<file path="src/rtl/nrisc_int_ctrl.sv">
// nrisc_int_ctrl: prioritised interrupt controller for the NRISC core.
// Rising edges on the peripheral lines are latched into a pending register.
// A mask and a global enable select the eligible channels, and the lowest
// eligible index is offered to the core. The REQ / SERVICE handshake tracks
// acknowledge and return-from-interrupt.
module nrisc_int_ctrl #(
   parameter int TAM  = 16,
   parameter int N_CH = 8,
   parameter int CH_W = 3
) (
   input  logic            clk,
   input  logic            rst,
   input  logic [N_CH-1:0] irq_in,
   input  logic            cfg_we,
   input  logic [1:0]      cfg_addr,
   input  logic [TAM-1:0]  cfg_wdata,
   output logic [TAM-1:0]  cfg_rdata,
   output logic            INTERRUPT_flag,
   output logic [7:0]      INTERRUPT_ch,
   input  logic            int_ack,
   input  logic            int_done
);

   typedef enum logic [1:0] {
      ST_IDLE    = 2'd0,
      ST_REQ     = 2'd1,
      ST_SERVICE = 2'd2
   } state_t;

   state_t          state_q, state_d;
   logic [N_CH-1:0] irq_d_q;
   logic [N_CH-1:0] pend_q, pend_d;
   logic [N_CH-1:0] mask_q, mask_d;
   logic            gen_q, gen_d;
   logic [CH_W-1:0] ch_q, ch_d;
   logic            flag_q, flag_d;

   logic            wr_mask_s, wr_pend_s, wr_ctrl_s;
   logic [N_CH-1:0] rise_s;
   logic [N_CH-1:0] w1c_s;
   logic [N_CH-1:0] ack_clr_s;
   logic [N_CH-1:0] elig_s;
   logic [CH_W-1:0] win_s;
   logic            any_elig_s;
   logic            ack_take_s;

   // Upper write-data bits have no register behind them.
   logic            unused_wdata_s;
   assign unused_wdata_s = ^cfg_wdata[TAM-1:N_CH];

   // Register-port write decode and next values of the configuration registers.
   always_comb begin
      wr_mask_s = cfg_we && (cfg_addr == 2'd0);
      wr_pend_s = cfg_we && (cfg_addr == 2'd1);
      wr_ctrl_s = cfg_we && (cfg_addr == 2'd2);
      mask_d    = wr_mask_s ? cfg_wdata[N_CH-1:0] : mask_q;
      gen_d     = wr_ctrl_s ? cfg_wdata[0] : gen_q;
   end

   // Pending update: new rising edges override W1C and acknowledge clears.
   always_comb begin
      rise_s    = irq_in & ~irq_d_q;
      w1c_s     = wr_pend_s ? cfg_wdata[N_CH-1:0] : {N_CH{1'b0}};
      ack_clr_s = ack_take_s ? (N_CH'(1) << ch_q) : {N_CH{1'b0}};
      pend_d    = (pend_q & ~(w1c_s | ack_clr_s)) | rise_s;
   end

   // Fixed-priority arbiter: scanning downwards leaves the lowest index.
   always_comb begin
      elig_s     = pend_q & mask_q & {N_CH{gen_q}};
      any_elig_s = |elig_s;
      win_s      = {CH_W{1'b0}};
      for (int i = N_CH - 1; i >= 0; i--) begin
         win_s = elig_s[i] ? CH_W'(i) : win_s;
      end
   end

   // Handshake FSM next state, latched channel and registered request flag.
   always_comb begin
      state_d    = state_q;
      ch_d       = ch_q;
      flag_d     = 1'b0;
      ack_take_s = 1'b0;
      case (state_q)
         ST_IDLE: begin
            if (any_elig_s) begin
               state_d = ST_REQ;
               ch_d    = win_s;
               flag_d  = 1'b1;
            end else begin
               ch_d    = {CH_W{1'b0}};
            end
         end
         ST_REQ: begin
            if (int_ack) begin
               // Acknowledge wins over a simultaneous withdrawal.
               ack_take_s = 1'b1;
               state_d    = ST_SERVICE;
            end else if (!mask_d[ch_q] || !gen_d) begin
               // Withdraw; the pending bit stays for a later retry.
               state_d = ST_IDLE;
               ch_d    = {CH_W{1'b0}};
            end else begin
               flag_d  = 1'b1;
            end
         end
         ST_SERVICE: begin
            if (int_done) begin
               state_d = ST_IDLE;
               ch_d    = {CH_W{1'b0}};
            end else begin
               state_d = ST_SERVICE;
            end
         end
         default: begin
            state_d = ST_IDLE;
            ch_d    = {CH_W{1'b0}};
         end
      endcase
   end

   // State and register storage with synchronous reset.
   always_ff @(posedge clk) begin
      if (rst) begin
         state_q <= ST_IDLE;
         irq_d_q <= {N_CH{1'b0}};
         pend_q  <= {N_CH{1'b0}};
         mask_q  <= {N_CH{1'b0}};
         gen_q   <= 1'b0;
         ch_q    <= {CH_W{1'b0}};
         flag_q  <= 1'b0;
      end else begin
         state_q <= state_d;
         irq_d_q <= irq_in;
         pend_q  <= pend_d;
         mask_q  <= mask_d;
         gen_q   <= gen_d;
         ch_q    <= ch_d;
         flag_q  <= flag_d;
      end
   end

   // Combinational register read-back; unused bits read as zero.
   always_comb begin
      cfg_rdata = {TAM{1'b0}};
      case (cfg_addr)
         2'd0: cfg_rdata[N_CH-1:0] = mask_q;
         2'd1: cfg_rdata[N_CH-1:0] = pend_q;
         2'd2: cfg_rdata[0]        = gen_q;
         2'd3: begin
            cfg_rdata[15]       = (state_q != ST_IDLE);
            cfg_rdata[14]       = (state_q == ST_SERVICE);
            cfg_rdata[CH_W-1:0] = ch_q;
         end
         default: cfg_rdata = {TAM{1'b0}};
      endcase
   end

   assign INTERRUPT_flag = flag_q;
   assign INTERRUPT_ch   = {{(8-CH_W){1'b0}}, ch_q};

endmodule

</file>
<file path="config.mk">
export PLATFORM = sky130hd
export DESIGN_NAME = nrisc_int_ctrl
export DESIGN_NICKNAME = d
export VERILOG_FILES = /design/src/rtl/nrisc_int_ctrl.sv
export SDC_FILE = /design/constraint.sdc
export NUM_CORES = 1
export LEC_CHECK = 0
export ABC_AREA = 1
export CAP_MARGIN = 25
export CORE_MARGIN = 3
export CORE_UTILIZATION = 28
export CTS_CLUSTER_DIAMETER = 40
export DETAILED_ROUTE_END_ITERATION = 8
export HOLD_SLACK_MARGIN = 0.12
export PLACE_DENSITY = 0.57
export SLEW_MARGIN = 10
export SYNTH_ARGS = -nofsm -noshare
export SYNTH_HDL_FRONTEND = slang
export SYNTH_SLANG_ARGS = --single-unit
</file>
<file path="constraint.sdc">
create_clock -name clk -period 2.28 [get_ports clk]
set_input_delay 0.228 -clock clk [delete_from_list [all_inputs] [get_ports clk]]
set_output_delay 0.228 -clock clk [all_outputs]
set_load 0.01 [all_outputs]
</file>
==> results of run 1 <==
## worst reg2reg max path: cells and delay by family (launching register included)
kind                   cells  cell delay [ns]
AOI/OAI and AO/OA          2             0.41
buffers and inverters      2             0.25
DFF                        1             0.46
and+or+nand+nor            5             0.42
## area by class of cell
class | count | area, sq um
clock buffer | 8 | 100.1
tap | 72 | 90.09
multi-input combinational | 184 | 867.1
timing repair buffer | 44 | 422.9
sequential | 31 | 620.6
fill | 621 | 3443
inverter | 35 | 131.4
## cells in the mapped netlist, drive strengths merged
library cell and count:
nor2 46, nor3b 1, nor3 2, buf 14, o221ai 2, nand4 2, clkbuf 3, nor4 1
o21ai 9, a31oi 5, nand3b 5, o21a 2, nand3 24, clkinv 1, dfxtp 31, inv 34
conb 1, o22ai 1, a22oi 2, o31ai 3, a21oi 4, nand2 64
## registers in the layout (all words and copies together) (netlist names)
name and cells:
ch_q 3, INTERRUPT_flag 1, pend_q 8, irq_d_q 8, state_q 2, gen_q 1, mask_q 8
## per-stage QoR
| stage | instances | area [sq um] |
|---|---|---|
| global placement | 366 | 2130 |
| finish | 374 | 2232 |
| CTS | 374 | 2230 |
| global route | 374 | 2232 |
| floorplan | 267 | 1737 |
| detailed placement | 366 | 2130 |
## per-layer routing
metal	track usage [%]	vias to the layer above	wire (um)
met2	21.33	59	1964
met5	0	-	0
li1	-	879	-
met4	5.409	0	87
met3	3.356	9	297
met1	18.20	759	2157
## how the worst max path moves through the flow
stage,from,to,slack (ns),depth (start not counted)
floorplan,ch_q[0],ch_q[0],0.93,11
global placement,cfg_addr[0],cfg_rdata[0],0.06,6
detailed placement,cfg_addr[0],cfg_rdata[0],0.06,6
CTS,cfg_addr[0],cfg_rdata[0],0.05,6
global route,cfg_addr[1],cfg_rdata[1],0.06,6
finish,cfg_addr[1],cfg_rdata[2],0.15,6
## power breakdown
group          switching [mW]  leakage (nW)  internal (mW)
sequential             0.0185         0.256          0.571
clock                   0.205        0.0515          0.275
combinational          0.0978         0.704         0.0881
total                   0.322          1.01          0.934
## logic make-up after synthesis
group,after synthesis
AO/OA/AOI/OAI,28
buffers and inverters,52
flip-flops,31
other,1
AND/OR/NAND/NOR,145
## what timing repair did
item / 4_1_cts / 5_1_grt
endpoints found under the setup margin: 0 / 7
gates resized for setup: 0 / 1
hold endpoints to repair: 0 / 0
buffers inserted: 0 / 0
==> flow_summary_export.csv, run 1 <==
group,metric,value,unit
timing,hold_ws,0.4161,ns
hold_path,holdPathEnd,"pend_q[2]",
critical_path,critPathRequiredTime,2.05,ns
timing,fmax,470.4,MHz
critical_path,worstSetupStartpointType,"input port",
critical_path,slowest_stage,"clkdlybuf4s50_1",
floorplan,pin_count,56,
critical_path,rr_startpoint,"gen_q",
power_and_ir_drop,peakVddDrop,0.2911,mV
critical_path,criticalPathCategory,"input port to output pin",
placed_design,dpl.hpwl,3550,um
logic_synthesis,synth_warnings,0,
critical_path,critical_path.most_common_cell,"clkdlybuf4s50_1",
logic_synthesis,synth_xor_xnor_area_share,0,%
logic_synthesis,synth_seq_cells,31,
logic_synthesis,synth-compound-area-share,10.16,%
layout,final_common_cell,"nand2_1",
routing,wl_per_cell,12.05,um
floorplan,rows,27,
logic_synthesis,synth_top_area_cell,"dfxtp_1",
hold_path,hp-class,"flop to flop",
floorplan,dieArea,7039,sq um
placed_design,place_ws,0.06334,ns
critical_path,cpLargestDelayFamily,"buffers and inverters",
critical_path,r2r_end,"ch_q[0]",
logic_synthesis,ys_seq_area_share,36.52,%
grt,grt_pass1_wl,7769,um
routing,drt-initial-drc-count,152,
floorplan,die_y,83.90,um
layout,drive_above_1_share,8.278,%
clock_tree,cts_tree,"built",
critical_path,worstPathCellList,"clkdlybuf4s50_1 > buf_4 > nor2_8 > inv_1 > o221ai_1 > clkdlybuf4s50_1",
placed_design,port_buffers,36,
grt,grt_overflow,0,
layout,nets,332,
critical_path,rrSetupSlack,0.67,ns
logic_synthesis,synth_mux_area_share,0,%
timing,finalSetupViolations,0,
layout,mostFrequentLayoutCells,"nand2_1 (61), nor2_1 (44), clkdlybuf4s50_1 (35)",
power_and_ir_drop,power.total,1.256,mW
critical_path,cp-end-kind,"output pin",
routing,via_per_inst,4.561,
layout,syn_to_final_growth,31.37,%
logic_synthesis,synthSimpleGateAreaFrac,38.44,%
clock_tree,cts.sinks,31,
grt,grt_pass1_vias,1640,
run,max_cap_violations,0,
routing,firstDrtPassIters,4,
timing,hold_viol,0,
routing,vias,1706,
status,outcome,"finished clean",
timing,fin_worst_skew,0.01148,ns
power_and_ir_drop,powerDensity,562.6,nW/um^2
grt,grt_usage,13.73,%
critical_path,cp_slowest_stage_delay,0.59,ns
clock_tree,clock_path_buffers,2,
critical_path,ff2ff_path_depth,9,
logic_synthesis,synth_top_family_by_area,"simple AND/OR/NAND/NOR gates",
timing,fin_crit_sh,93.25,%
clock_tree,ctsHoldBuffers,0,
placed_design,gp_congestion,0.9057,
grt,antenna_found_initial,0,
floorplan,fp.dieW,83.90,um
grt,grt_max_degree,21,
floorplan,core,5675,sq um
clock_tree,clk_pin_slew,0.06,ns
clock_tree,cts.root.buffer_cell,"clkbuf_8",
critical_path,critical_path_arrival,1.90,ns
logic_synthesis,synth_cell_type_count,31,
timing,setup_tns,0,ns
logic_synthesis,syn_avg_cell_area,6.611,sq um
logic_synthesis,syn-instance-count,257,
routing,ant_nets,0,
timing,final_max_slew_viol_count,0,
clock_tree,ctsHtreeMaxLevel,2,
logic_synthesis,synth_top_area_share,36.52,%
logic_synthesis,synthAdderAreaFrac,0,%
timing,rsz0062_at_grt,"no",
clock_tree,clk-insertion-delay-late,0.29,ns
routing,drcViolationCount,0,
logic_synthesis,synthTopCellsByArea,"dfxtp_1 (37%), nand2_1 (13%), nor2_1 (9.7%), inv_1 (7.1%), nand3_1 (6.8%)",
hold_path,hold_start,"irq_d_q[2]",
power_and_ir_drop,leakage,1.011,nW
layout,antennaDiodeCount,0,
timing,finalWorstSetupSlack,0.1540,ns
timing,min_period,2.126,ns
floorplan,start_util,29.94,%
logic_synthesis,netlist_area,1699,sq um
critical_path,crit_fanout,8,
layout,final_util,39.33,%
hold_path,hold_depth,1,
routing,wirelength,4507,um
clock_tree,cts_buffers,5,
critical_path,critPathBufInv,4,
Power figures use the tool's default switching activity.
==> run 2, diff against run 1 <==
--- a/config.mk
+++ b/config.mk
@@ -6,12 +6,11 @@
 export NUM_CORES = 1
 export LEC_CHECK = 0
 export ABC_AREA = 1
-export CAP_MARGIN = 25
+export CAP_MARGIN = 40
 export CORE_MARGIN = 3
 export CORE_UTILIZATION = 28
-export CTS_CLUSTER_DIAMETER = 40
+export CTS_CLUSTER_DIAMETER = 150
 export DETAILED_ROUTE_END_ITERATION = 8
-export HOLD_SLACK_MARGIN = 0.12
 export PLACE_DENSITY = 0.57
 export SLEW_MARGIN = 10
 export SYNTH_ARGS = -nofsm -noshare
==> results of run 2 <==
Final layout, timing and power as in run 1 (identical DEF).
